## config.mk

```make
export PLATFORM = sky130hd
export DESIGN_NAME = ahb_arbiter_flat
export DESIGN_NICKNAME = d
export VERILOG_FILES = /design/src/rtl/ahb_arbiter_if.sv /design/src/rtl/ahb_arbiter.sv /design/src/flat_wrapper.sv
export SDC_FILE = /design/constraint.sdc
export NUM_CORES = 1
export LEC_CHECK = 0
export CAP_MARGIN = 30
export CORE_ASPECT_RATIO = 1.2
export CORE_MARGIN = 5
export CORE_UTILIZATION = 42
export DETAILED_ROUTE_END_ITERATION = 8
export GPL_ROUTABILITY_DRIVEN = 0
export MAX_ROUTING_LAYER = met4
export PLACE_DENSITY = 0.79
export SLEW_MARGIN = 30
export SYNTH_ARGS = -nofsm -noshare
export SYNTH_HDL_FRONTEND = slang
export SYNTH_SLANG_ARGS = --single-unit
```

## constraint.sdc

```tcl
create_clock -name HCLK -period 1.9 [get_ports HCLK]
set_clock_uncertainty 0.15 [all_clocks]
set_input_delay 0.38 -clock HCLK [delete_from_list [all_inputs] [get_ports HCLK]]
set_output_delay 0.38 -clock HCLK [all_outputs]
set_load 0.1 [all_outputs]
```

## src/rtl/ahb_arbiter_if.sv

```systemverilog
// Arbitration signals between the AHB masters, the bus mux and the arbiter.
// The master modport is the arbiter side; slave is the requester/bus side.
interface ahb_arbiter_if #(
    parameter int NUM_MASTERS = 4
) ();
    logic [NUM_MASTERS-1:0] HBUSREQ;
    logic [NUM_MASTERS-1:0] HLOCK;
    logic                   HREADY;
    logic [1:0]             HTRANS;
    logic [2:0]             HBURST;
    logic [NUM_MASTERS-1:0] HGRANT;
    logic [1:0]             HMASTER;
    logic                   HMASTLOCK;

    modport master (
        input  HBUSREQ, HLOCK, HREADY, HTRANS, HBURST,
        output HGRANT, HMASTER, HMASTLOCK
    );

    modport slave (
        output HBUSREQ, HLOCK, HREADY, HTRANS, HBURST,
        input  HGRANT, HMASTER, HMASTLOCK
    );
endinterface

```

## src/rtl/ahb_arbiter.sv

```systemverilog
// Round-robin AHB bus arbiter for up to four masters with burst and lock
// hold-off, switching only on accepted transfers and parking when idle.
module ahb_arbiter #(
    parameter int NUM_MASTERS    = 4,
    parameter int DEFAULT_MASTER = 0
) (
    input  logic          HCLK,
    input  logic          HRESET,
    ahb_arbiter_if.master bus
);

    localparam logic [1:0] DEF_IDX = 2'(DEFAULT_MASTER);
    localparam logic [NUM_MASTERS-1:0] ONE = {{(NUM_MASTERS-1){1'b0}}, 1'b1};

    localparam logic [1:0] T_IDLE   = 2'b00;
    localparam logic [1:0] T_BUSY   = 2'b01;
    localparam logic [1:0] T_NONSEQ = 2'b10;

    logic [3:0]             cnt_q, cnt_d;
    logic [1:0]             last_q;
    logic [NUM_MASTERS-1:0] grant_q;
    logic [1:0]             master_q;
    logic                   mlock_q;

    logic [3:0] req4;
    logic [3:0] lock4;
    logic       open_arb;
    logic       found;
    logic [1:0] win;
    logic [1:0] scan_idx;

    assign req4  = 4'(bus.HBUSREQ);
    assign lock4 = 4'(bus.HLOCK);

    always_comb begin
        cnt_d = cnt_q;
        case (bus.HTRANS)
            T_IDLE: cnt_d = 4'd0;
            T_BUSY: cnt_d = cnt_q;
            T_NONSEQ: begin
                case (bus.HBURST)
                    3'b010, 3'b011: cnt_d = 4'd3;
                    3'b100, 3'b101: cnt_d = 4'd7;
                    3'b110, 3'b111: cnt_d = 4'd15;
                    default:        cnt_d = 4'd0;
                endcase
            end
            default: cnt_d = (cnt_q != 4'd0) ? cnt_q - 4'd1 : 4'd0;
        endcase
    end

    assign open_arb = (cnt_d == 4'd0) && !lock4[last_q];

    // Scan starts just after the current owner and ends on the owner itself.
    always_comb begin
        win      = DEF_IDX;
        found    = 1'b0;
        scan_idx = 2'd0;
        for (int off = 1; off <= NUM_MASTERS; off++) begin
            scan_idx = 2'((int'(last_q) + off) % NUM_MASTERS);
            if (!found && req4[scan_idx]) begin
                win   = scan_idx;
                found = 1'b1;
            end
        end
    end

    always_ff @(posedge HCLK or posedge HRESET) begin
        if (HRESET) begin
            cnt_q    <= 4'd0;
            last_q   <= DEF_IDX;
            grant_q  <= ONE << DEF_IDX;
            master_q <= DEF_IDX;
            mlock_q  <= 1'b0;
        end else if (bus.HREADY) begin
            cnt_q    <= cnt_d;
            master_q <= last_q;
            mlock_q  <= lock4[last_q];
            if (open_arb) begin
                grant_q <= ONE << win;
                last_q  <= win;
            end
        end
    end

    assign bus.HGRANT    = grant_q;
    assign bus.HMASTER   = master_q;
    assign bus.HMASTLOCK = mlock_q;

endmodule

```

## src/flat_wrapper.sv

```systemverilog
// flat-port wrapper written by rule: the top's interface ports become plain ports
module ahb_arbiter_flat 
#(
    parameter int NUM_MASTERS    = 4,
    parameter int DEFAULT_MASTER = 0
)
  (HCLK, HRESET, bus_HBUSREQ, bus_HLOCK, bus_HREADY, bus_HTRANS, bus_HBURST, bus_HGRANT, bus_HMASTER, bus_HMASTLOCK);
  ahb_arbiter_if #(.NUM_MASTERS(NUM_MASTERS)) bus_i ();
  input  logic HCLK;
  input  logic HRESET;
  input wire logic [$bits(bus_i.HBUSREQ)-1:0] bus_HBUSREQ;
  input wire logic [$bits(bus_i.HLOCK)-1:0] bus_HLOCK;
  input wire logic [$bits(bus_i.HREADY)-1:0] bus_HREADY;
  input wire logic [$bits(bus_i.HTRANS)-1:0] bus_HTRANS;
  input wire logic [$bits(bus_i.HBURST)-1:0] bus_HBURST;
  output wire logic [$bits(bus_i.HGRANT)-1:0] bus_HGRANT;
  output wire logic [$bits(bus_i.HMASTER)-1:0] bus_HMASTER;
  output wire logic [$bits(bus_i.HMASTLOCK)-1:0] bus_HMASTLOCK;
  assign bus_i.HBUSREQ = bus_HBUSREQ;
  assign bus_i.HLOCK = bus_HLOCK;
  assign bus_i.HREADY = bus_HREADY;
  assign bus_i.HTRANS = bus_HTRANS;
  assign bus_i.HBURST = bus_HBURST;
  assign bus_HGRANT = bus_i.HGRANT;
  assign bus_HMASTER = bus_i.HMASTER;
  assign bus_HMASTLOCK = bus_i.HMASTLOCK;
  ahb_arbiter #(.NUM_MASTERS(NUM_MASTERS), .DEFAULT_MASTER(DEFAULT_MASTER)) u_core (.HCLK(HCLK), .HRESET(HRESET), .bus(bus_i));
endmodule
```

; Word level (Yosys, flattened, before mapping)
; Cells that the tools add are included.
[op_classes]
add_sub_neg = 5
n_lt_le_gt_ge = 5
eq_ne = 8
shift = 1
mux = 20
n_reduce_logical = 15
[ops]
columns = op, count
row1 = 4-bit one-hot mux with 3 select lines, 2
row2 = 2-bit by 3-bit less-than comparator with 1-bit output (second input constant), 5
row3 = 3-bit equality test (second input constant), 4
row4 = 1-bit binary-select mux with 2-bit select, 5
row5 = 1-bit 2-to-1 mux, 8
row6 = 2-bit 2-to-1 mux, 4
row7 = 3-bit by 2-bit equality test with 1-bit output (second input constant), 2
row8 = 2-bit OR reduction, 3
row9 = 2-bit by 1-bit adder with 2-bit output (second input constant), 2
row10 = 2-bit adder (second input constant), 2
row11 = 1-bit logical AND, 4
row12 = 1-bit zero test, 4
row13 = 4-bit zero test, 1
row14 = 4-bit 2-to-1 mux, 1
row15 = 4-bit nonzero test, 1
row16 = 1-bit by 2-bit left shift with 4-bit output (first input constant), 1
row17 = 4-bit by 1-bit subtractor with 4-bit output (second input constant), 1
row18 = 2-bit by 1-bit equality test with 1-bit output (second input constant), 1
row19 = 2-bit equality test (second input constant), 1
row20 = 2-bit zero test, 1
row21 = 2-bit AND reduction, 1
[totals]
regBits = 13
in_bits = 16
out_inout_bits = 7
word_cells = 59

; Depth between registers and ports, before layout
[depth]
depth_word = 14
ltp_mapped = 5
depth_no_buf = 4

; Worst setup path before layout
; No wires, ideal clock.
[synth_path]
path_type = reg-to-reg
startpoint = register u_core.last_q[0]
endpoint = register u_core.last_q[0]
setup_time_ns = 0.125
t_arrival_ns = 1.800
required_time_ns = 1.625
slack_ns = -0.175
stages_incl_launch_ff = 6
path_buffers = 1
period_less_slack_ns = 2.075
cell_sequence = dfrtp_1 > mux4_2 > a2111o_1 > or2_1 > buf_6 > mux2_4
[synth_via]
elab_chain_len = 13
word_cells_on_any_way = 30
classes_between = add/sub: 4 / mux: 17 / reduce/logical: 9
[synth_rtl]
columns = item, line_no
row1 = "start, declared", ahb_arbiter.sv:20  ; logic [1:0] last_q;
row2 = "start signal, assigned", ahb_arbiter.sv:81  ; last_q <= win;
row3 = 2-bit by 1-bit adder with 2-bit output, ahb_arbiter.sv:60  ; scan_idx = 2'((int'(last_q) + off) % NUM_MASTERS);
row4 = 1-bit binary-select mux with 2-bit select, ahb_arbiter.sv:61  ; if (!found && req4[scan_idx]) begin
row5 = 1-bit 2-to-1 mux (not written as such), ahb_arbiter.sv:61
row6 = 1-bit 2-to-1 mux, ahb_arbiter.sv:61
row7 = 1-bit zero test, ahb_arbiter.sv:61
row8 = 1-bit logical AND, ahb_arbiter.sv:61
row9 = 1-bit 2-to-1 mux, ahb_arbiter.sv:61
row10 = 1-bit zero test, ahb_arbiter.sv:61
row11 = 1-bit logical AND, ahb_arbiter.sv:61
row12 = 1-bit 2-to-1 mux, ahb_arbiter.sv:61
row13 = 1-bit zero test, ahb_arbiter.sv:61
row14 = 1-bit logical AND, ahb_arbiter.sv:61
row15 = 2-bit 2-to-1 mux, ahb_arbiter.sv:61
; Several ways; a longest one is shown, not always the timed one. The select of a mux whose other input is x is not followed.
; A chain may end at the register's enable or synchronous reset.

; Final worst setup path
[layout_path]
startpoint = register u_core.last_q[0]
endpoint = register u_core.grant_q[1] (netlist: u_core.bus.HGRANT[1])
[layout_via]
elab_chain_len = 14
word_cells_on_any_way = 31
classes_between = add/sub: 4 / shift: 1 / mux: 17 / reduce/logical: 9
[layout_rtl]
columns = item, line_no
row1 = 2-bit by 1-bit adder with 2-bit output, ahb_arbiter.sv:60
row2 = 1-bit binary-select mux with 2-bit select, ahb_arbiter.sv:61
row3 = 1-bit 2-to-1 mux (not written as such), ahb_arbiter.sv:61
row4 = 1-bit 2-to-1 mux, ahb_arbiter.sv:61
row5 = 1-bit zero test, ahb_arbiter.sv:61
row6 = 1-bit logical AND, ahb_arbiter.sv:61
row7 = 1-bit 2-to-1 mux, ahb_arbiter.sv:61
row8 = 1-bit zero test, ahb_arbiter.sv:61
row9 = 1-bit logical AND, ahb_arbiter.sv:61
row10 = 1-bit 2-to-1 mux, ahb_arbiter.sv:61
row11 = 1-bit zero test, ahb_arbiter.sv:61
row12 = 1-bit logical AND, ahb_arbiter.sv:61
row13 = 2-bit 2-to-1 mux, ahb_arbiter.sv:61
row14 = 1-bit by 2-bit left shift with 4-bit output, ahb_arbiter.sv:80  ; grant_q <= ONE << win;
row15 = "end signal, assigned", ahb_arbiter.sv:72  ; grant_q <= ONE << DEF_IDX;
row16 = "end signal, assigned", ahb_arbiter.sv:80
row17 = "end, declared", ahb_arbiter.sv:21  ; logic [NUM_MASTERS-1:0] grant_q;
; Several ways; a longest one is shown, not always the timed one. The select of a mux whose other input is x is not followed.

==> results_dict.tcl <==
set metrics [dict create \
    status "complete, but fails checks" \
    violations "negative setup slack" \
    finalSetupViolCount 6 \
    area_delta_synth_final_pct 52.9 \
    pre_cts_slack_ns -0.592 \
    synth_edf_count 0 \
    critPathLaunch "u_core.last_q[0]$_DFFE_PP0P_" \
    worstPathMaxFanout 4 \
    num_rows 17 \
    clk_path_buf_depth 2 \
    drcViolationCount 0 \
    r2r_start "u_core.last_q[0]$_DFFE_PP0P_" \
    dieArea_um2 2960 \
    nFillCells 148 \
    path_cells "mux4_2 -> a2111o_1 -> buf_4 -> o21ai_0 -> o31ai_4" \
    finalSetupTns_ns -0.791 \
    syn_inst 88 \
    final_area_um2 1260 \
    grt_pass1_vias 843 \
    crit_end "u_core.bus.HGRANT[1]$_DFFE_PP0P_" \
    die_width_um 50.5 \
    layout_setup_ws_ns -0.176 \
    synth-seq-cells 13 \
    worstPathArrival_ns 2.09 \
    routed-via-count 831 \
    wl_per_cell_um 15.1 \
    r2r-end "u_core.bus.HGRANT[1]$_DFFE_PP0P_" \
    placed_area_um2 1210 \
    p_per_area_nw_per_um2 1610 \
    numPortBuffers 21 \
    grt_pass1_wl_um 3620 \
    yosysTopAreaCell "dfrtp_1" \
    cp-start-kind "flop" \
    maxCapViolations 0 \
    slowest_delay_ns 0.52 \
    ir_worst_vdd_v 0.000905 \
    leakage_nw 0.587 \
    critPathSlowestCell "mux4_2" \
    r2r_cells 5 \
    ios 23 \
    hold_viol 0 \
    synth_top_area_frac 0.363 \
    fp.dieH_um 58.6 \
    cts_hold_buf 0 \
    cts_root_buf "clkbuf_4" \
    syn_area_um2 827 \
    cp_data_required_time_ns 1.91 \
    drt_first_iter_violations 17 \
    synth_cell_types 34 \
    relSlewSlack 0.686 \
    yosysSeqAreaShare 0.395 \
    core_area_um2 1850 \
    synth.avg_cell_area_um2 9.40 \
    grt_max_degree 14 \
    yosys_warnings 0 \
    grt_use_total 0.159 \
    max_freq_mhz 482 \
    ant_nets 0 \
    r2r_slack_ns -0.18 \
    multi_input_area_um2 470 \
    end_kind "flop" \
    synthArstFlopShare 1.00 \
    antenna_found_initial 0 \
    num_antenna_cells 0 \
    drv_slew 0 \
    final-seq-area_um2 327 \
    fin_crit_ns 2.08 \
    cts_made_buffers 3 \
    post-cts-setup-buffers 0 \
    cts.sinks 13 \
    drive_gt1_frac 0.309 \
    gr-total-overflow 0 \
    initial_core_util 0.447 \
    cts_tree "built" \
    rsz0062_at_grt "true" \
    dr.pass1.iters 4 \
    fin_crit_sh 1.09 \
    crit_type "reg -> reg" \
    nets 140 \
    tightest_slew_ns 0.470 \
    viasPerCell 5.85 \
    synth_area_leaders "dfrtp_1, o21ai_0, mux2_2, nor2b_1, mux2_4" \
    totalWireLength_um 2150 \
    clk_pin_slew_ns 0.08 \
    synth_flop_cell "dfrtp_1" \
    dp_hpwl_um 1690 \
    synth_nets 104 \
    hold_class "in -> async" \
    cts_max_level 1 \
    clk_latency_ns 0.28 \
]
==> layout make-up <==
type | count | area share
clock buffers | 3 | 0.0178
multi-input cells | 64 | 0.372
repair buffers | 35 | 0.309
flip-flops and latches | 13 | 0.258
inverters | 7 | 0.0208
clock inverters | 1 | 0.00396
well taps | 19 | 0.0188
==> metrics by stage <==
stage	hold slack, ns	power (W)	util	instances
after global placement	0.409	0.00182	0.656	138
after CTS	0.275	0.00202	0.675	142
final	0.253	0.00204	0.684	142
after global routing	0.303	0.00213	0.684	142
after floorplan	0.106	0.00131	-	88
after detailed placement	0.419	0.00184	0.656	138
==> timing repair <==
action | CTS | global route
endpoints found under the setup margin | 7 | 7
hold endpoints to repair | 0 | 0
pin swaps | 2 | 0
resized for setup | 10 | 3
==> cell usage after synthesis, drive strengths merged, types with 2 or more instances <==
cell    instances
inv             7
o21ai          12
dfrtp          12
nor2            3
mux2            5
o211ai          3
o31ai           2
a21oi           4
a22o            2
nand2           7
and3b           2
nor2b           5
or2             3
clkbuf          3
==> kinds of logic (layout without fill, tap and decap cells) <==
group,count (synthesis),in the layout,share of synthesized area
compound gates,32,32,0.265
simple gates,26,26,0.177
flops,13,13,0.395
buf+inv,11,46,0.0590
mux,6,6,0.104
==> worst max-delay path, delay by kind of cell, from the launching register on <==
family,cells,cell delay (ns)
compound gates,3,0.74
mux,1,0.52
flops,1,0.38
buf+inv,1,0.16
==> state kept, by name, indices dropped and copies added, names as in the netlist <==
register and count:
u_core.bus.HMASTLOCK 1, u_core.cnt_q 4, u_core.bus.HMASTER 2, u_core.last_q 2, u_core.bus.HGRANT 4
==> how the worst min path moves through the flow <==
stage	to	depth (start not counted)
global placement	u_core.bus.HMASTER[0]$_DFFE_PP0P_	1
floorplan	u_core.bus.HGRANT[1]$_DFFE_PP0P_	1
finish	u_core.cnt_q[2]$_DFFE_PP0P_	2
detailed placement	u_core.bus.HMASTER[0]$_DFFE_PP0P_	1
CTS	u_core.cnt_q[1]$_DFFE_PP0P_	2
global route	u_core.bus.HMASTLOCK$_DFFE_PP0P_	2
==> routing by layer <==
| metal | GRT usage | routed length (um) | vias to the layer above |
|---|---|---|---|
| met2 | 0.285 | 1210 | 23 |
| met3 | 0.0304 | 98 | 3 |
| met1 | 0.173 | 813 | 413 |
| met5 | - | 0 | - |
| met4 | 0.0547 | 28 | 0 |
| li1 | - | - | 392 |
==> power breakdown <==
group	internal, W	switching [W]
clock network	0.0000783	0.0000929
logic	0.000559	0.000816
registers	0.000386	0.000102
==> cell usage in the layout (no fill, tap or decap), types with 2 or more instances in the layout <==
cell | Yosys | layout
o21ai_1 | 0 | 2
and3b_1 | 2 | 2
nor2b_1 | 5 | 5
a21oi_1 | 4 | 4
o21ai_0 | 12 | 10
o211ai_1 | 3 | 3
nor2_1 | 3 | 3
a22o_1 | 2 | 2
or2_4 | 0 | 2
mux2_4 | 2 | 2
buf_12 | 0 | 7
buf_4 | 0 | 12
mux2_2 | 3 | 3
dlygate4sd2_1 | 0 | 4
clkdlybuf4s50_1 | 0 | 9
clkbuf_4 | 0 | 3
inv_1 | 7 | 7
buf_6 | 1 | 2
nand2_1 | 7 | 7
dfrtp_1 | 12 | 12
Note: power is estimated with default switching activity, not from simulation.
